**config.mk**
```make
export PLATFORM = sky130hd
export DESIGN_NAME = iq_sample_fifo_flat
export DESIGN_NICKNAME = d
export VERILOG_FILES = /design/src/rtl/iq_sample_fifo_if.sv /design/src/rtl/iq_sample_fifo.sv /design/src/flat_wrapper.sv
export SDC_FILE = /design/constraint.sdc
export NUM_CORES = 1
export LEC_CHECK = 0
export CORE_MARGIN = 2
export CORE_UTILIZATION = 50
export DETAILED_ROUTE_END_ITERATION = 12
export PLACE_DENSITY_LB_ADDON = 0.12
export SLEW_MARGIN = 20
export SYNTH_ARGS = -nofsm -noshare
export SYNTH_HDL_FRONTEND = slang
export SYNTH_SLANG_ARGS = --single-unit
```
**constraint.sdc**
```tcl
create_clock -name Clk -period 3 [get_ports Clk]
set_input_delay 0.6 -clock Clk [delete_from_list [all_inputs] [get_ports Clk]]
set_output_delay 0.6 -clock Clk [all_outputs]
set_load 0.02 [all_outputs]
```
**src/rtl/iq_sample_fifo_if.sv**
```systemverilog
// iq_sample_fifo_if: push/pull bus of the IQ sample FIFO.
//   slave  modport: FIFO side (takes PushIn/SampI/SampQ/Flush/PullOut, drives status and head data)
//   master modport: user side (drives requests and samples, observes status and head data)
interface iq_sample_fifo_if #(
    parameter int DWIDTH = 24,
    parameter int DEPTH  = 4
);
    logic                     PushIn;
    logic                     StopIn;
    logic [DWIDTH-1:0]        SampI;
    logic [DWIDTH-1:0]        SampQ;
    logic                     Flush;
    logic                     PullOut;
    logic                     ValidOut;
    logic [DWIDTH-1:0]        OutI;
    logic [DWIDTH-1:0]        OutQ;
    logic [$clog2(DEPTH):0]   Count;
    logic                     AlmostFull;
    logic                     Overflow;
    logic                     Underflow;

    modport slave (
        input  PushIn, SampI, SampQ, Flush, PullOut,
        output StopIn, ValidOut, OutI, OutQ, Count, AlmostFull, Overflow, Underflow
    );

    modport master (
        output PushIn, SampI, SampQ, Flush, PullOut,
        input  StopIn, ValidOut, OutI, OutQ, Count, AlmostFull, Overflow, Underflow
    );
endinterface

```
**src/rtl/iq_sample_fifo.sv**
```systemverilog
// iq_sample_fifo: parametrised first-word-fall-through FIFO of paired I/Q samples.
//   Clk   : rising-edge clock
//   Reset : asynchronous active-low reset
//   bus   : slave side of iq_sample_fifo_if (PushIn/StopIn input handshake, PullOut/ValidOut
//           output handshake, Flush, Count, AlmostFull, sticky Overflow/Underflow)
module iq_sample_fifo #(
    parameter int DWIDTH    = 24,
    parameter int DEPTH     = 4,
    parameter int AFULL_LVL = 3
) (
    input  logic            Clk,
    input  logic            Reset,
    iq_sample_fifo_if.slave bus
);
    localparam int AW = $clog2(DEPTH);
    localparam int CW = AW + 1;

    logic [2*DWIDTH-1:0] mem [DEPTH];
    logic [AW-1:0]       wr_ptr, rd_ptr;
    logic [CW-1:0]       count, count_nxt;
    logic                stop, valid, afull, ovf, udf;
    logic                wr_en, rd_en;

    assign wr_en = bus.PushIn & ~stop;
    assign rd_en = bus.PullOut & valid;

    always_comb begin
        count_nxt = (wr_en && !rd_en) ? count + CW'(1) :
                    (rd_en && !wr_en) ? count - CW'(1) : count;
    end

    // Status flags are registered from count_nxt so they move only on an edge.
    always_ff @(posedge Clk or negedge Reset) begin
        if (!Reset) begin
            wr_ptr <= '0;
            rd_ptr <= '0;
            count  <= '0;
            stop   <= 1'b0;
            valid  <= 1'b0;
            afull  <= 1'b0;
            ovf    <= 1'b0;
            udf    <= 1'b0;
        end else if (bus.Flush) begin
            wr_ptr <= '0;
            rd_ptr <= '0;
            count  <= '0;
            stop   <= 1'b0;
            valid  <= 1'b0;
            afull  <= 1'b0;
            ovf    <= 1'b0;
            udf    <= 1'b0;
        end else begin
            if (wr_en) wr_ptr <= wr_ptr + AW'(1);
            if (rd_en) rd_ptr <= rd_ptr + AW'(1);
            count <= count_nxt;
            stop  <= count_nxt == CW'(DEPTH);
            valid <= count_nxt != '0;
            afull <= count_nxt >= CW'(AFULL_LVL);
            ovf   <= ovf | (bus.PushIn & stop);
            udf   <= udf | (bus.PullOut & ~valid);
        end
    end

    // Storage is deliberately left unreset; pointers alone define what is valid.
    always_ff @(posedge Clk) begin
        if (wr_en && !bus.Flush) mem[wr_ptr] <= {bus.SampI, bus.SampQ};
    end

    assign bus.StopIn     = stop;
    assign bus.ValidOut   = valid;
    assign bus.Count      = count;
    assign bus.AlmostFull = afull;
    assign bus.Overflow   = ovf;
    assign bus.Underflow  = udf;
    assign bus.OutI       = valid ? mem[rd_ptr][2*DWIDTH-1:DWIDTH] : '0;
    assign bus.OutQ       = valid ? mem[rd_ptr][DWIDTH-1:0] : '0;
endmodule

```
**src/flat_wrapper.sv**
```systemverilog
// flat-port wrapper written by rule: the top's interface ports become plain ports
module iq_sample_fifo_flat 
#(
    parameter int DWIDTH    = 24,
    parameter int DEPTH     = 4,
    parameter int AFULL_LVL = 3
)
  (Clk, Reset, bus_PushIn, bus_SampI, bus_SampQ, bus_Flush, bus_PullOut, bus_StopIn, bus_ValidOut, bus_OutI, bus_OutQ, bus_Count, bus_AlmostFull, bus_Overflow, bus_Underflow);
  iq_sample_fifo_if #(.DWIDTH(DWIDTH), .DEPTH(DEPTH)) bus_i ();
  input  logic Clk;
  input  logic Reset;
  input wire logic [$bits(bus_i.PushIn)-1:0] bus_PushIn;
  input wire logic [$bits(bus_i.SampI)-1:0] bus_SampI;
  input wire logic [$bits(bus_i.SampQ)-1:0] bus_SampQ;
  input wire logic [$bits(bus_i.Flush)-1:0] bus_Flush;
  input wire logic [$bits(bus_i.PullOut)-1:0] bus_PullOut;
  output wire logic [$bits(bus_i.StopIn)-1:0] bus_StopIn;
  output wire logic [$bits(bus_i.ValidOut)-1:0] bus_ValidOut;
  output wire logic [$bits(bus_i.OutI)-1:0] bus_OutI;
  output wire logic [$bits(bus_i.OutQ)-1:0] bus_OutQ;
  output wire logic [$bits(bus_i.Count)-1:0] bus_Count;
  output wire logic [$bits(bus_i.AlmostFull)-1:0] bus_AlmostFull;
  output wire logic [$bits(bus_i.Overflow)-1:0] bus_Overflow;
  output wire logic [$bits(bus_i.Underflow)-1:0] bus_Underflow;
  assign bus_i.PushIn = bus_PushIn;
  assign bus_i.SampI = bus_SampI;
  assign bus_i.SampQ = bus_SampQ;
  assign bus_i.Flush = bus_Flush;
  assign bus_i.PullOut = bus_PullOut;
  assign bus_StopIn = bus_i.StopIn;
  assign bus_ValidOut = bus_i.ValidOut;
  assign bus_OutI = bus_i.OutI;
  assign bus_OutQ = bus_i.OutQ;
  assign bus_Count = bus_i.Count;
  assign bus_AlmostFull = bus_i.AlmostFull;
  assign bus_Overflow = bus_i.Overflow;
  assign bus_Underflow = bus_i.Underflow;
  iq_sample_fifo #(.DWIDTH(DWIDTH), .DEPTH(DEPTH), .AFULL_LVL(AFULL_LVL)) u_core (.Clk(Clk), .Reset(Reset), .bus(bus_i));
endmodule
```
==> flow_summary.yaml, run 1 <==
pwr:
  p_comb_frac: 0.179
  clkPwrFrac: 0.346
  p_leak_nw: 3.58
  power_density_nw_per_um2: 694
  p_int_mw: 5.31
  swShare: 0.242
  seq_power_share: 0.474
  power_switching_mw: 1.70
  vdd_ir_drop_max_v: 0.000445
yosys:
  ys_warn_count: 0
  synth_top_family_by_area: "multiplexers"
  synth_top_cell_area_share: 0.721
  synthMuxAreaShare: 0.137
  ys_async_sr_fraction: 0.0588
  synth_area_leaders: "edfxtp_1 (72%), mux4_2 (14%), and2_1 (4.1%)"
  syn_avg_cell_area_um2: 20.9
  synthAdderAreaFrac: 0.00938
  synth_flop_cell: "edfxtp_1"
  syn_area_um2: 8000
  yosysSeqAreaShare: 0.758
  syn_inst: 382
  synthesis.nets: 441
  synth_top_area_cell: "edfxtp_1"
  synth_cell_types: 35
  ys_seq_elements: 204
  synth_xor_area_frac: 0.00438
  synth_edf_count: 192
  synthSimpleGateAreaFrac: 0.0632
  synth_compound_area_frac: 0.0103
worst_setup_path:
  crit_slowest_cell: "clkdlybuf4s50_1"
  end_kind: "output port"
  cp-start-kind: "flop"
  crit_buf_inv: 2
  cp_cell_sequence: "buf_4, mux4_2, and2_1, clkdlybuf4s50_1"
  crit_required_ns: 2.40
  cp.arrival_ns: 2.32
  max_stage_delay_ns: 0.54
  cp_top_family: "buffers and inverters"
  critical_path_class: "flop to output port"
  critPathMaxFanout: 5
cells_and_area:
  area_growth_pct: 26.1
  nFillCells: 1160
  nets: 572
  antenna_cells: 0
  drive_gt1_frac: 0.205
  stdcell_count: 743
floorplanning:
  fp-row-count: 46
  core_area_um2: 15800
  start_util: 0.507
  die_w_um: 131
  boundaryPins: 109
  die_y_um: 131
  dieArea_um2: 17000
clock_network:
  cts_tree: "done"
  cts_max_path_buffers: 3
  cts_sinks: 204
  tritoncts.num_buffers: 21
  htreeDepth: 1
  clk_pin_slew_ns: 0.06
  cts_root_buffer: "clkbuf_16"
  holdBufCountCts: 0
  insertion_delay_ns: 0.48
timing:
  hold_viol_final: 0
  slew_violations: 0
  setup_tns_ns: 0
  period_share: 0.974
  setup_viol: 0
  rsz0062_at_grt: "false"
  fmax_mhz: 342
  clock_skew_ns: 0.00623
  relSlewSlack: 0.612
  hold-worst-slack_ns: 0.493
  min_period_ns: 2.92
  worst_pin_slew_ns: 0.580
drt:
  topRoutingLayerUsed: "met4"
  ant_nets: 0
  wirelength_um: 14900
  wl_met3_um: 806
  wl_per_cell_um: 20.1
  vias: 3972
  vias_per_cell: 5.35
  route.met2.wl_um: 7570
  drc: 0
  first_pass_iters: 4
  met1_length_um: 6270
  drt-initial-drc-count: 207
status:
  status: "finished, final reports clean"
flow_run:
  max_cap_violations: 0
min_path:
  hold_class: "input pin to async pin"
grt:
  grt_max_degree: 29
  grt_pass1_vias: 4271
  grt_pass1_wl_um: 23200
  antenna_found_initial: 1
  grt_overflow_total: 0
  grt_usage: 0.181
place:
  dp_hpwl_um: 9140
  io_buffers: 108
  routabilityCongestion: 0.760
  place_inst: 704
==> flip-flops by register name (all words and copies together) (netlist names) <==
| name | flops |
|---|---|
| u_core.bus.AlmostFull | 1 |
| u_core.bus.Overflow | 1 |
| u_core.bus.Underflow | 1 |
| u_core.bus.StopIn | 1 |
| u_core.bus.Count | 3 |
| u_core.bus.ValidOut | 1 |
| u_core.wr_ptr | 2 |
| u_core.rd_ptr | 2 |
| u_core.mem | 192 |
==> cell usage in the layout (no fill, tap or decap), types with 3 or more instances in the layout <==
cell / n
a21oi_1: 7
and2_1: 48
and2_2: 4
buf_12: 6
buf_4: 14
clkbuf_1: 4
clkbuf_16: 21
clkdlybuf4s50_1: 61
clkinv_1: 5
clkinv_2: 4
dfrtp_1: 9
dlygate4sd2_1: 37
dlymetal6s2s_1: 10
edfxtp_1: 192
ha_1: 6
inv_1: 5
mux4_2: 48
nand2_1: 5
nand3_1: 3
nor2_1: 9
==> kinds of logic after synthesis <==
kind of cell             after synthesis
AO/OA/AOI/OAI                         13
XOR/XNOR                               4
adder cells (fa/ha/maj)                6
buffers and inverters                 25
flip-flops                           204
multiplexers                          49
AND/OR/NAND/NOR                       81
==> cells in the mapped netlist (2+ instances only) <==
cell and instances:
inv_1 5, buf_2 4, xor2_1 2, buf_6 6, and2_1 52, clkbuf_1 6
buf_1 3, dfrtp_1 12, nand3_1 3, nor2_1 9, a21oi_1 7, edfxtp_1 192
ha_1 6, xnor2_1 2, or3_1 2, nand2_1 5, mux4_2 48
==> layer usage <==
| layer | vias to the layer above | track usage |
|---|---|---|
| met5 | - | 0 |
| met4 | 0 | 0.0444 |
| met3 | 21 | 0.0334 |
| met2 | 108 | 0.312 |
| met1 | 2054 | 0.243 |
| li1 | 1789 | - |
==> power groups by stage <==
stage / clock, mW / combinational (mW) / sequential (mW)
after floorplan: 0 / 0.772 / 3.37
after global placement: 0 / 1.33 / 3.39
after detailed placement: 0 / 1.34 / 3.40
after CTS: 2.49 / 1.29 / 3.33
after global routing: 2.60 / 1.36 / 3.33
final: 2.43 / 1.26 / 3.32
==> path summary, 6_finish.rpt <==
path	cells past startpoint	end	start	slack [ns]
worst max register to register	4	u_core.mem[1][10]	u_core.bus.StopIn	1.14
worst min register to register	2	u_core.bus.Overflow	u_core.bus.Overflow	0.51
max in group asynchronous	1	u_core.rd_ptr[0]	Reset	2.07
worst max-delay path	4	bus_OutI[9]	u_core.rd_ptr[0]	0.08
worst min-delay path	1	u_core.bus.Overflow	Reset	0.49
min in group Clk	2	u_core.bus.Overflow	u_core.bus.Overflow	0.51
==> per-stage QoR <==
step	setup slack (ns)	total power, mW	area (um^2)	util
after floorplan	0.413	4.14	8000	-
after global placement	0.353	4.71	9450	0.599
after detailed placement	0.340	4.74	9450	0.599
after CTS	0.00694	7.10	10100	0.638
after global routing	0.0128	7.30	10100	0.640
final	0.0779	7.01	10100	0.640
==> final cells by class <==
cell class | instances | area [um^2] | area share
clock inverter | 12 | 106 | 0.0105
multi-input combinational | 153 | 1800 | 0.178
clock buffer | 25 | 541 | 0.0536
tap | 216 | 270 | 0.0268
inverter | 5 | 18.8 | 0.00186
sequential | 204 | 6070 | 0.602
timing repair buffer | 128 | 1280 | 0.127
==> timing repair <==
item,4_1_cts,5_1_grt
pin swaps,0,0
setup buffers,2,0
setup endpoints to repair,42,10
gates resized for setup,37,10
Power figures use the tool's default switching activity.
==> run 2: changes to the inputs <==
CORE_MARGIN = 3   (was 2)
CTS_CLUSTER_DIAMETER = 120   (was not set)
clock period = 3.6 ns   (was 3 ns; I/O delays follow)
==> run 2 against run 1 <==
Compared with the run above:
- worst hold slack gained 0.014 ns
- sequential power fell by 16%
- register-to-register slack gained 0.59 ns
- setup slack improved by 0.14 ns
- critical path depth is the same
- cell count is 1.3% lower
- via count decreased by 0.86%
- global-route usage down 1.1 points
- largest power group unchanged
- highest routed layer unchanged
==> flow_summary.yaml, run 2 (synthesis gave the netlist of run 1 again) <==
place:
  io_buffers: 108
  dp_hpwl_um: 8710
  placed_cell_area_um2: 9380
  place_ws_ns: 0.678
  routabilityCongestion: 0.740
  place_inst: 696
worst_setup_path:
  cp-start-kind: "flop"
  cp_cell_sequence: "buf_4, mux4_2, and2_1, clkdlybuf4s50_1"
  crit_required_ns: 2.88
  critPathMaxFanout: 20
  end_kind: "output port"
  crit_buf_inv: 2
  cp.arrival_ns: 2.67
  critical_path_class: "flop to output port"
  crit_slowest_cell: "dfrtp_4"
  cp_top_family: "buffers and inverters"
  max_stage_delay_ns: 0.70
floorplanning:
  dieArea_um2: 17600
  fp-row-count: 45
  boundaryPins: 109
  die_y_um: 133
  core_area_um2: 15400
  die_w_um: 133
  start_util: 0.519
timing:
  hold-worst-slack_ns: 0.507
  setup_ws_ns: 0.214
  fmax_mhz: 295
  worst_pin_slew_ns: 0.593
  period_share: 0.940
  hold_viol_final: 0
  setup_tns_ns: 0
  setup_viol: 0
  relSlewSlack: 0.604
  rsz0062_at_grt: "false"
  clock_skew_ns: 0.00909
  min_period_ns: 3.39
  slew_violations: 0
drt:
  ant_nets: 0
  vias: 3938
  drt-initial-drc-count: 155
  wirelength_um: 14600
  vias_per_cell: 5.37
  wl_per_cell_um: 19.9
  drc: 0
  first_pass_iters: 4
cells_and_area:
  multi_input_area_um2: 1800
  final_util: 0.650
  regArea_um2: 6070
  stdcell_count: 733
  nets: 567
  design_area_um2: 10000
  antenna_cells: 0
  drive_gt1_frac: 0.190
  largest_register_ffs: 192
  area_growth_pct: 25.3
  regMostFlops: "u_core.mem"
  final_common_cell: "edfxtp_1"
  nFillCells: 1107
  final_cell_mix: "edfxtp_1 (192), clkdlybuf4s50_1 (108), mux4_2 (48), and2_1 (48), clkbuf_16 (21)"
clock_network:
  cts_sinks: 204
  holdBufCountCts: 0
  cts_root_buffer: "clkbuf_16"
  htreeDepth: 1
  cts_resized: 0
  post_cts_buffers: 0
  insertion_delay_ns: 0.48
  tritoncts.num_buffers: 21
  clk_pin_slew_ns: 0.06
  cts_max_path_buffers: 3
  cts_tree: "done"
grt:
  grt_pass1_wl_um: 23300
  grt_pass1_vias: 4163
  grt_overflow_total: 0
  grt_usage: 0.170
  antenna_found_initial: 0
  grt_max_degree: 46
pwr:
  power_density_nw_per_um2: 589
  p_leak_nw: 3.25
  vdd_ir_drop_max_v: 0.000514
  p_total_mw: 5.90
min_path:
  hold_class: "flop to flop"
status:
  status: "finished, final reports clean"
flow_run:
  max_cap_violations: 0
[run 2: changes by cell type in the layout (fill, tap and decap cells not counted)]
cell / delta
dlygate4sd2_1: -37
buf_4: -2
clkinv_2: -4
clkinvlp_4: -1
clkbuf_1: +6
clkdlybuf4s50_1: +47
buf_12: -3
clkinv_1: -2
dlymetal6s2s_1: -10
clkbuf_8: +1
[run 2: cell type report]
class / instances / area share
timing repair buffer: 123 / 0.123
clock inverter: 5 / 0.00711
sequential: 204 / 0.605
tap: 211 / 0.0263
multi-input combinational: 153 / 0.179
inverter: 5 / 0.00187
clock buffer: 32 / 0.0575
[run 2: path summary, 6_finish.rpt]
path | start | to | slack [ns] | cells past startpoint
worst max register to register | u_core.bus.StopIn | u_core.mem[2][4] | 1.73 | 4
worst min register to register | u_core.bus.Overflow | u_core.bus.Overflow | 0.51 | 2
min in group asynchronous | Reset | u_core.bus.Underflow | 0.62 | 1
worst min-delay path | u_core.bus.Overflow | u_core.bus.Overflow | 0.51 | 2
max in group asynchronous | Reset | u_core.rd_ptr[0] | 2.54 | 1
worst max-delay path | u_core.rd_ptr[0] | bus_OutI[1] | 0.21 | 4
[run 2: report_power, final]
| part | switching (mW) | internal, mW |
|---|---|---|
| Combinational | 0.525 | 0.565 |
| Clock | 0.794 | 1.24 |
| Sequential | 0.0752 | 2.70 |
[run 2: layer usage]
metal / track usage / vias up / share of wire
met5: 0 / - / 0
met4: 0.0393 / 0 / 0.016
met3: 0.0365 / 22 / 0.060
met2: 0.280 / 106 / 0.50
met1: 0.236 / 2031 / 0.43
li1: - / 1779 / -
[run 2: worst min-delay path, delay by kind of cell, from the launching register on]
kind / cells / cell delay, ns
flops: 1 / 0.34
simple gates: 1 / 0.08
compound gates: 1 / 0.04
==> run 3: changes to the inputs <==
CAP_MARGIN = 20   (was not set)
CTS_CLUSTER_DIAMETER = 100   (was 120)
SLEW_MARGIN = not set   (was 20)
==> results of run 3 <==
The final DEF is identical to that of run 2; final timing and power are the same.
